$ cat config.mk
export PLATFORM = sky130hd
export DESIGN_NAME = param_timer_bank
export DESIGN_NICKNAME = d
export VERILOG_FILES = /design/src/rtl/param_timer_bank.sv
export SDC_FILE = /design/constraint.sdc
export NUM_CORES = 1
export LEC_CHECK = 0
export BUFFER_PORTS_ARGS = -buffer_cell sky130_fd_sc_hd__buf_4
export CAP_MARGIN = 20
export CORE_MARGIN = 2
export CORE_UTILIZATION = 30
export CTS_CLUSTER_SIZE = 8
export DETAILED_ROUTE_END_ITERATION = 8
export PLACE_DENSITY = 0.48
export SYNTH_ARGS = -nofsm -noshare
export SYNTH_HDL_FRONTEND = slang
export SYNTH_SLANG_ARGS = --single-unit
export TNS_END_PERCENT = 10
$ cat constraint.sdc
create_clock -name clock -period 1.5 [get_ports clock]
set_input_delay 0.3 -clock clock [delete_from_list [all_inputs] [get_ports clock]]
set_output_delay 0.3 -clock clock [all_outputs]
set_load 0.01 [all_outputs]
$ cat src/rtl/param_timer_bank.sv
// Programmable time-parameter store with a selectable, optionally doubled
// read-out and an integrated countdown timer paced by a prescaled tick.
module param_timer_bank #(
    parameter int                          NUM_PARAMS = 4,
    parameter int                          VAL_W      = 4,
    parameter int                          OUT_W      = VAL_W + 1,
    parameter int                          TICK_DIV   = 10,
    parameter logic [NUM_PARAMS*VAL_W-1:0] DEFAULTS   = {4'd15, 4'd10, 4'd8, 4'd6}
) (
    input  logic                          clock,
    input  logic                          reset,
    input  logic [$clog2(NUM_PARAMS)-1:0] time_param_sel,
    input  logic [VAL_W-1:0]              time_value,
    input  logic                          reprogram,
    input  logic [$clog2(NUM_PARAMS)-1:0] interval,
    input  logic                          double_mode,
    input  logic                          start,
    output logic [OUT_W-1:0]              value,
    output logic [OUT_W-1:0]              remaining,
    output logic                          busy,
    output logic                          expired,
    output logic                          tick
);

    localparam int               PRE_W    = $clog2(TICK_DIV);
    localparam logic [PRE_W-1:0] PRE_LAST = PRE_W'(TICK_DIV - 1);

    typedef enum logic [1:0] {
        ST_IDLE,
        ST_RUN,
        ST_DONE
    } state_t;

    logic [VAL_W-1:0] param_q [NUM_PARAMS];
    logic [VAL_W-1:0] param_d [NUM_PARAMS];

    logic [VAL_W-1:0] selVal;
    logic [OUT_W-1:0] selExt;

    state_t           state_q,     state_d;
    logic [PRE_W-1:0] preCount_q,  preCount_d;
    logic [OUT_W-1:0] remaining_q, remaining_d;
    logic             expired_q,   expired_d;
    logic             tick_q,      tick_d;

    // Parameter store next state: a write of zero restores that entry's default,
    // and a select that matches no entry leaves the whole store untouched.
    always_comb begin
        for (int i = 0; i < NUM_PARAMS; i++) begin
            param_d[i] = param_q[i];
            if (reprogram && (int'(time_param_sel) == i)) begin
                if (time_value == '0) begin
                    param_d[i] = DEFAULTS[i*VAL_W +: VAL_W];
                end else begin
                    param_d[i] = time_value;
                end
            end
        end
    end

    // Parameter store registers, loaded with the packed defaults on reset.
    always_ff @(posedge clock or negedge reset) begin
        if (!reset) begin
            for (int i = 0; i < NUM_PARAMS; i++) begin
                param_q[i] <= DEFAULTS[i*VAL_W +: VAL_W];
            end
        end else begin
            for (int i = 0; i < NUM_PARAMS; i++) begin
                param_q[i] <= param_d[i];
            end
        end
    end

    // Read-out mux: an out-of-range interval reads as zero; doubling is a
    // left shift into the extra output bit so it can never overflow.
    always_comb begin
        selVal = '0;
        for (int i = 0; i < NUM_PARAMS; i++) begin
            if (int'(interval) == i) begin
                selVal = param_q[i];
            end
        end
        selExt = OUT_W'(selVal);
        if (double_mode) begin
            value = selExt << 1;
        end else begin
            value = selExt;
        end
    end

    // Timer next state: reprogram aborts everything, start (re)loads from the
    // current read-out, otherwise RUN counts prescaler wraps down to zero.
    always_comb begin
        state_d     = state_q;
        preCount_d  = preCount_q;
        remaining_d = remaining_q;
        expired_d   = 1'b0;
        tick_d      = 1'b0;

        if (reprogram) begin
            state_d     = ST_IDLE;
            preCount_d  = '0;
            remaining_d = '0;
        end else if (start) begin
            preCount_d  = '0;
            remaining_d = value;
            if (value == '0) begin
                state_d   = ST_DONE;
                expired_d = 1'b1;
            end else begin
                state_d   = ST_RUN;
            end
        end else begin
            case (state_q)
                ST_RUN: begin
                    if (preCount_q == PRE_LAST) begin
                        preCount_d  = '0;
                        tick_d      = 1'b1;
                        remaining_d = remaining_q - OUT_W'(1);
                        if (remaining_q == OUT_W'(1)) begin
                            state_d   = ST_DONE;
                            expired_d = 1'b1;
                        end
                    end else begin
                        preCount_d = preCount_q + PRE_W'(1);
                    end
                end
                ST_IDLE, ST_DONE: begin
                    state_d = state_q;
                end
                default: begin
                    state_d     = ST_IDLE;
                    preCount_d  = '0;
                    remaining_d = '0;
                end
            endcase
        end
    end

    // Timer state registers; the pulse outputs are registered so they are
    // glitch-free and line up with the remaining count they describe.
    always_ff @(posedge clock or negedge reset) begin
        if (!reset) begin
            state_q     <= ST_IDLE;
            preCount_q  <= '0;
            remaining_q <= '0;
            expired_q   <= 1'b0;
            tick_q      <= 1'b0;
        end else begin
            state_q     <= state_d;
            preCount_q  <= preCount_d;
            remaining_q <= remaining_d;
            expired_q   <= expired_d;
            tick_q      <= tick_d;
        end
    end

    assign remaining = remaining_q;
    assign busy      = (state_q == ST_RUN);
    assign expired   = expired_q;
    assign tick      = tick_q;

endmodule

# Word-level counts from Yosys, hierarchy flattened
# Cells that the tools add are included.
[word_totals] mem_bits_ro=0 wordCells=69 out_inout_bits=13 input_bits=13 regBits=29 n_memories=0 latch_bits=0 ram_bits=0
[classes] div_mod_pow=0 n_mul=0 magnitude_cmp=0 muxes=33 n_bitwise=0 reduce_logical=12 add_sub_neg=2 eq_ne=13 shift=0
[op_table] operator="4-bit 2-to-1 mux" n=11
[op_table] operator="5-bit 2-to-1 mux" n=4
[op_table] operator="2-bit == test (second input constant)" n=5
[op_table] operator="1-bit 2-to-1 mux" n=10
[op_table] operator="2-bit 2-to-1 mux" n=5
[op_table] operator="5-bit case mux with 2 select lines" n=1
[op_table] operator="4-bit by 3-bit inequality test with 1-bit output (second input constant)" n=2
[op_table] operator="4-bit case mux with 2 select lines" n=1
[op_table] operator="2-bit by 1-bit == test with 1-bit output (second input constant)" n=3
[op_table] operator="2-bit zero test" n=3
[op_table] operator="5-bit by 1-bit == test with 1-bit output (second input constant)" n=1
[op_table] operator="5-bit zero test" n=1
[op_table] operator="5-bit by 1-bit subtractor with 5-bit output (second input constant)" n=1
[op_table] operator="4-bit by 1-bit adder with 4-bit output (second input constant)" n=1
[op_table] operator="4-bit == test (second input constant)" n=1
[op_table] operator="1-bit logical AND" n=4
[op_table] operator="4-bit zero test" n=1
[op_table] operator="2-bit case mux with 2 select lines" n=1
[op_table] operator="3-bit inequality test (second input constant)" n=1
[op_table] operator="3-bit AND reduction" n=1
[op_table] operator="2-bit AND reduction" n=1
[op_table] operator="2-bit OR reduction" n=1

# Longest topological paths before layout
# Gate-level depths: netlist of the first run.
[logic_depth] word_depth=10 mapped_depth=7 depth_no_buf=7

# Worst setup path after synthesis of the first run
# No wires, ideal clock.
[synth_timing] path_kind="reg-to-reg" startpoint="reg param_q[8] in the netlist's numbering" endpoint="reg remaining_q[1], in the netlist remaining[1]" n_path_buf=0 t_arrival_ns=1.355 setup_slack_ns=0.001 synth_period_minus_slack_ns=1.499 stages_incl_launch_ff=5 setup_ns=0.143 t_required_ns=1.357 cell_sequence="dfrtp_1 > mux4_1 > mux2_2 > nand2b_1 > o221ai_1"
[synth_via] elab_chain_cells=6
[synth_rtl] element="start, declared" line="34" rtl="logic [VAL_W-1:0] param_q [NUM_PARAMS];"
[synth_rtl] element="start signal, assigned by index" line="65" rtl="param_q[i] <= DEFAULTS[i*VAL_W +: VAL_W];"
[synth_rtl] element="start signal, assigned by index" line="69" rtl="param_q[i] <= param_d[i];"
[synth_rtl] element="4-bit 2-to-1 mux (3 in a row)" line="79" rtl="if (int'(interval) == i) begin"
[synth_rtl] element="5-bit 2-to-1 mux" line="84" rtl="if (double_mode) begin"
[synth_rtl] element="named net value[1]" line="18" rtl="output logic [OUT_W-1:0] value,"
[synth_rtl] element="5-bit 2-to-1 mux" line="104" rtl="end else if (start) begin"
[synth_rtl] element="5-bit 2-to-1 mux" line="100" rtl="if (reprogram) begin"
[synth_rtl] element="end signal, assigned" line="152" rtl="remaining_q <= remaining_d;"
[synth_rtl] element="end, declared" line="42" rtl="logic [OUT_W-1:0] remaining_q, remaining_d;"
# The timed path passes the listed nets, and every way through them passes these cells.
# A chain may end at the register's enable or synchronous reset.

# Final worst setup path of the first run
[layout_timing] startpoint="reg param_q[6] in the netlist's numbering" endpoint="out value[2]"
[layout_via] elab_chain_cells=3
[layout_rtl] element="4-bit 2-to-1 mux (2 in a row)" line="79"
[layout_rtl] element="5-bit 2-to-1 mux" line="84"
[layout_rtl] element="end, declared" line="18"
# Every way passes these cells.

==> impl_results.md, run 1 <==
* DP Cell Count at 247
* Total grt overflow at 0
* CP required at 1.20 ns
* Post-layout util at 45.03%
* CTS tree: built
* Share of cells above drive strength 1 at 47.18%
* Register area at 737.0 sq um
* Multi-input logic area at 792.0 sq um
* Synth async-reset ratio at 100.0%
* Final HPWL DP at between 2000 and 3000 um
* Mapped Area at 1498 sq um
* Fin nets at approximately 210
* Inserted Clock Buffers at 5
* Post-synth cell types at 35
* CP arrival at approximately 1.6 ns
* Total Routed Length at between 3000 and 4000 um
* Wire length of the first global-routing pass at just over 6000 um
* Top delay family on crit path: multiplexers
* Vias at 1270
* GR Layer Usage met2 at 25.86%
* RSZ-0062 raised after global routing: yes
* Total power at 2.409 mW
* Worst Tran Pin Value at between 0.3 and 0.4 ns
* Ports at 26
* Setup CP Type: register to primary output
* Critical Path Max Stage Delay at 0.50 ns
* CP bufs+invs at 1
* Fin crit share at 126.1%
* HP Class: input port to register
* Finished Layout Cells at 262
* Root Buffer: clkbuf_8
* Most common cell in the netlist: dfrtp_1
* EDFF count, synth at 0
* # port buffers at 25
* Leakage at 0.9781 nW
* Drt first pass iters at 4
* Setup violators final at 10
* Slew headroom at approximately three quarters
* Grt met1 use at 18.03%
* Worst Slack Setup Final at -0.3919 ns
* Die H at 74.66 um
* Die span in x at 74.66 um
* Fill cells at 476
* Yosys top cell by area: dfrtp_1
* Highest Clock Rate at 528.6 MHz
* Post-synthesis sequential area ratio at between 40% and 50%
* Wire per inst at 14.34 um
* Slowest-stage cell, CP: mux4_2
* RD Place Congestion at between 0.7 and 0.8
* Post-synth top area share at 33.42%
* Drc violations at 0
* Area growth, synth to finish at 42.94%
* Worst-case clock buffer depth at 2
* Max-slew violations at 0
* Post-DR vias/cell at just under 5
* Worst VDD drop at 441.2 uV
* Crit-path cells: mux4_2 > mux2_4 > buf_6
* Avg Cell Area, Syn at 10.93 sq um
* Max Cap Viol at 0
* Setup Skew at 0.007910 ns
* Crit path launch type: register
* Status: complete, but fails checks
* All-Layer GR Usage at 14.86%
* Initial antenna violation count at 0
* Ys flop type: dfrtp_1
* Pin count of the biggest net entering global routing at 30
* Reg clk slew, reported paths at approximately 0.060 ns
* Die area at 5573 sq um
* Min cycle time layout at 1.892 ns
* Power per cell area at roughly 1100 nW/um^2
* Top post-synthesis cells by area: dfrtp_1, dfstp_2, mux2_2
* Crit path max fanout at 3
* CTS Sinks at 29
* H-tree depth at 2
* Starting Density at 31.50%
* Worst-Skew Late Latency at 0.28 ns
* Routed Antenna Nets at 0
* GRT met3 Usage at 4.284%
* Synth top cells by count: dfrtp_1, nand2_1, o21ai_0
* Core area at 4755 sq um
* Most Used Layer, Global Route: met2
* Failing checks: setup timing
* Yosys reg bits at 29
* Vias in the first global route at 1233
* Setup total negative slack at -2.291 ns
* Net Count, Synth at 154
* Final hold viol count at 0
* YS warnings at 0
* Crit path capture type: primary output
* FP Rows at 25
* DRT iter0 DRCs at 68
* Post-synthesis cell count at 137
* Diode count at 0
[cells by family (layout without fill, tap and decap cells)]
group / count (synthesis) / in the layout / share of synthesized area, %
buffers and inverters: 7 / 65 / 2.005
multiplexers: 14 / 14 / 13.78
AND/OR/NAND/NOR: 55 / 55 / 20.22
flip-flops: 29 / 29 / 49.21
AO/OA/AOI/OAI: 26 / 26 / 10.28
XOR/XNOR: 2 / 2 / 1.170
adder cells (fa/ha/maj): 4 / 4 / 3.342
[routing by layer]
metal  vias up  routed length, um
li1        610                  -
met1       624               1621
met2        32               1949
met3         4                149
met4         0                 38
met5         -                  0
[cells in the final DEF (no fill, tap or decap), types with 2 or more instances in the layout]
cell type and n:
mux2_2 7, clkbuf_8 7, nand2_1 12, nand2b_1 5
inv_1 6, o21ai_1 3, dfrtp_1 20, buf_6 5
ha_1 4, a21oi_1 3, nor3_2 2, xor2_1 2
mux2_4 3, mux4_2 4, nor3_1 7, and2_1 3
nand3b_1 4, dfstp_2 9, buf_4 45, nor2_1 10
o21ai_0 10, nor4b_2 2
[cell type report]
cell class	instances	share of cell area [%]
repair buffers	51	18.88
flip-flops and latches	29	34.42
clock inverters	1	0.2338
well taps	67	3.916
multi-input cells	101	37.00
clock buffers	7	4.500
inverters	6	1.052
[stage by stage]
stage               cell area [sq um]  hold WS [ns]  setup slack [ns]
detailed placement               1904        0.2451           -0.2909
floorplan                        1498      0.004409          0.001383
global route                     2141        0.2939           -0.4204
global placement                 1904        0.2400           -0.2721
CTS                              2067        0.2846           -0.3984
finish                           2141        0.2972           -0.3919
[state kept, by name (all words and copies together) (netlist names)]
register and cells:
param_q 16, remaining 5, preCount_q 4, state_q 2, expired 1, tick 1
[final timing paths]
kind                                        start                        to  slack [ns]  depth (start not counted)
min in group asynchronous                   reset  remaining[3]$_DFFE_PN0P_        0.48                          2
setup / recovery           param_q[6]$_DFFE_PN0P_                  value[2]       -0.39                          3
max in group asynchronous                   reset    param_q[7]$_DFFE_PN1P_        0.71                          2
hold / removal                      time_value[3]   param_q[15]$_DFFE_PN0P_        0.30                          2
setup reg to reg           param_q[6]$_DFFE_PN0P_  remaining[2]$_DFFE_PN0P_       -0.21                          6
hold reg to reg            param_q[0]$_DFFE_PN1P_    param_q[0]$_DFFE_PN1P_        0.48                          2
[power by group]
group	internal [mW]	switching, mW	total [mW]
Clock	0.414	0.304	0.718
Sequential	0.925	0.0790	1.00
Combinational	0.392	0.295	0.687
Total	1.73	0.678	2.41
[what timing repair did]
item | 4_1_cts | 5_1_grt
pin swaps | 0 | 4
hold buffers | 1 | 0
endpoints found under the setup margin | 12 | 15
buffers inserted | 3 | 3
gates resized for setup | 11 | 12
hold endpoints to repair | 20 | 0
(Power assumes the default switching activity.)
==> inputs of run 2 (changes only) <==
--- a/config.mk
+++ b/config.mk
@@ -6,12 +6,13 @@
 export NUM_CORES = 1
 export LEC_CHECK = 0
 export BUFFER_PORTS_ARGS = -buffer_cell sky130_fd_sc_hd__buf_4
-export CAP_MARGIN = 20
+export CAP_MARGIN = 15
 export CORE_MARGIN = 2
 export CORE_UTILIZATION = 30
 export CTS_CLUSTER_SIZE = 8
 export DETAILED_ROUTE_END_ITERATION = 8
 export PLACE_DENSITY = 0.48
+export SKIP_CTS_REPAIR_TIMING = 1
 export SYNTH_ARGS = -nofsm -noshare
 export SYNTH_HDL_FRONTEND = slang
 export SYNTH_SLANG_ARGS = --single-unit
==> run 2 against run 1 <==
The flow still finishes with violations (setup timing). Combinational power shrank 3.1%. First-iteration DRC count grew 10%. Sequential cell count is the same. Global-route usage is essentially flat. Design area shrank 0.82%. Non-clock buffer count shrank 1. Register-to-register slack gained 0.06 ns. Sequential power is essentially flat. Count of clock-buffer cells in the layout is the same. Worst hold slack gained 0.0012 ns. Largest cell class unchanged.
==> impl_results.md, run 2 (synthesis results as in run 1) <==
* Status: complete, but fails checks (unchanged)
* Failing checks: setup timing (unchanged)
* Most common cell after layout, fill and taps aside: buf_4 (unchanged)
* Leakage at 0.9706 nW (was 0.9781 nW)
* Ports at 26 (unchanged)
* Drt first pass iters at 4 (unchanged)
* Max-slew violations at 0 (unchanged)
* Worst r2r src: param_q[8]$_DFFE_PN0P_ (was param_q[6]$_DFFE_PN0P_)
* Fill cells at 479 (was 476)
* CTS tree: built (unchanged)
* Vias in the first global route at 1215 (was 1233)
* Initial antenna violation count at 0 (unchanged)
* Power per cell area at 1121 nW/um^2 (was 1125 nW/um^2)
* Share of cells above drive strength 1 at 46.39% (was 47.18%)
* Starting Density at 31.50% (unchanged)
* Crit path launch type: register (unchanged)
* DP Area at 1904 sq um (unchanged)
* Slowest-stage cell, CP: mux4_2 (unchanged)
* Worst R2R End: expired$_DFF_PN0_ (was remaining[2]$_DFFE_PN0P_)
* Wire length of the first global-routing pass at 6078 um (was 6099 um)
* CP arrival at 1.58 ns (was 1.59 ns)
* Drc violations at 0 (unchanged)
* CP required at 1.20 ns (about the same)
* Max Cap Viol at 0 (unchanged)
* Total Routed Length at 3688 um (was 3758 um)
* Fin area at 2123 sq um (was 2141 sq um)
* Setup violators final at 10 (unchanged)
* Fin crit share at 125.6% (was 126.1%)
* Reg2Reg Setup Slack at -0.15 ns (was -0.21 ns)
* CP bufs+invs at 1 (unchanged)
* Inserted Clock Buffers at 5 (unchanged)
* Crit path capture type: primary output (unchanged)
* Final HPWL DP at 2827 um (unchanged)
* Total grt overflow at 0 (unchanged)
* Pin count of the biggest net entering global routing at 30 (unchanged)
* Max reg flops at 16 (unchanged)
* Setup total negative slack at -2.148 ns (was -2.291 ns)
* Post-DR vias/cell at 4.789 (was 4.847)
* Worst Slack Setup Final at -0.3836 ns (was -0.3919 ns)
* Die area at 5573 sq um (unchanged)
* CTS Sinks at 29 (unchanged)
* Setup Skew at 0.006319 ns (was 0.007910 ns)
* Routed Antenna Nets at 0 (unchanged)
* Die span in x at 74.66 um (unchanged)
* Slew headroom at 73.61% (about the same)
* Root Buffer: clkbuf_8 (unchanged)
* RSZ-0062 raised after global routing: yes (unchanged)
* Worst hold stages at 2 (unchanged)
* Worst Tran Pin Value at 0.3929 ns (about the same)
* Commonest cells after routing, fill and taps aside: buf_4, dfrtp_1, nand2_1, o21ai_0, nor2_1 (was buf_4, dfrtp_1, nand2_1, nor2_1, o21ai_0)
* WHS Endpoint: param_q[15]$_DFFE_PN0P_ (unchanged)
* Min cycle time layout at 1.884 ns (was 1.892 ns)
* DRT iter0 DRCs at 75 (was 68)
* Vias at 1250 (was 1270)
* Worst r2r path cells at 5 (was 6)
* Worst Min Path Start: time_value[3] (unchanged)
* Highest Clock Rate at 530.9 MHz (was 528.6 MHz)
* Fin nets at 210 (was 211)
* H-tree depth at 2 (unchanged)
* Crit-path cells: mux4_2 > mux2_4 > buf_6 (unchanged)
* FP Rows at 25 (unchanged)
* Crit path max fanout at 3 (unchanged)
* Diode count at 0 (unchanged)
* Die H at 74.66 um (unchanged)
* All-Layer GR Usage at 14.82% (was 14.86%)
* Worst VDD drop at 438.5 uV (was 441.2 uV)
* Critical Path Max Stage Delay at 0.49 ns (was 0.50 ns)
* Worst-Skew Late Latency at 0.28 ns (about the same)
* # port buffers at 25 (unchanged)
* Wire per inst at 14.13 um (was 14.34 um)
* Area growth, synth to finish at 41.77% (was 42.94%)
* RD Place Congestion at 0.7798 (unchanged)
* Reg clk slew, reported paths at 0.06 ns (about the same)
* HP Class: input port to register (unchanged)
* Core area at 4755 sq um (unchanged)
* Worst-case clock buffer depth at 2 (unchanged)
* Final hold viol count at 0 (unchanged)
* Top delay family on crit path: multiplexers (unchanged)
* Biggest register: param_q (unchanged)
* Setup CP Type: register to primary output (unchanged)
## run 2: changes by cell type in the layout (fill, tap and decap cells not counted), sizes merged
cell  previous run  this run
buf             50        49
## run 2: worst max path at each step
stage / startpoint / endpoint / slack (ns) / cells after the start
2_1_floorplan: param_q[8]$_DFFE_PN0P_ / remaining[1]$_DFFE_PN0P_ / 0.001 / 4
3_3_place_gp: interval[0] / value[1] / -0.27 / 4
3_5_place_dp: interval[0] / value[1] / -0.29 / 4
4_1_cts: param_q[8]$_DFFE_PN0P_ / value[1] / -0.48 / 3
5_1_grt: param_q[6]$_DFFE_PN0P_ / value[2] / -0.43 / 3
6_report: param_q[6]$_DFFE_PN0P_ / value[2] / -0.38 / 3
## run 2: power breakdown
group          internal [mW]  switching [mW]
registers              0.925          0.0763
clock network          0.414           0.300
logic                  0.379           0.288
total                   1.72           0.664
## run 2: per-stage QoR
stage / total power [mW] / worst slack, ns / hold WS [ns] / cells / util [%]
finish: 2.381 / -0.3836 / 0.2984 / 261 / 44.66
global route: 2.518 / -0.4260 / 0.2939 / 261 / 44.66
CTS: 2.305 / -0.4760 / -0.05985 / 255 / 42.18
detailed placement: 1.577 / -0.2909 / 0.2451 / 247 / 40.05
global placement: 1.563 / -0.2721 / 0.2400 / 247 / 40.05
floorplan: 1.284 / 0.001383 / 0.004409 / 137 / -
## run 2: worst register-to-register path: stages (launching register included)
cell      delay (ns)
dfrtp_1         0.39
mux4_2          0.48
buf_4           0.16
nor4_4          0.28
nand2b_1        0.16
and2_1          0.12
## run 2: cell type report
cell class              instances  area [sq um]  area share [%]
inverters                       6         22.52           1.061
clock inverters                 1         5.005          0.2357
repair buffers                 50         392.9           18.50
clock buffers                   7         96.34           4.537
multi-input cells             101         785.8           37.01
well taps                      67         83.83           3.948
flip-flops and latches         29         737.0           34.71
## run 2: metal layers
layer / share of wire (%) / global-route usage [%] / wire, um
met5: 0 / 0 / 0
met4: 2.0 / 4.167 / 72
met3: 4.4 / 4.418 / 161
met2: 51 / 25.96 / 1887
met1: 42 / 17.73 / 1566
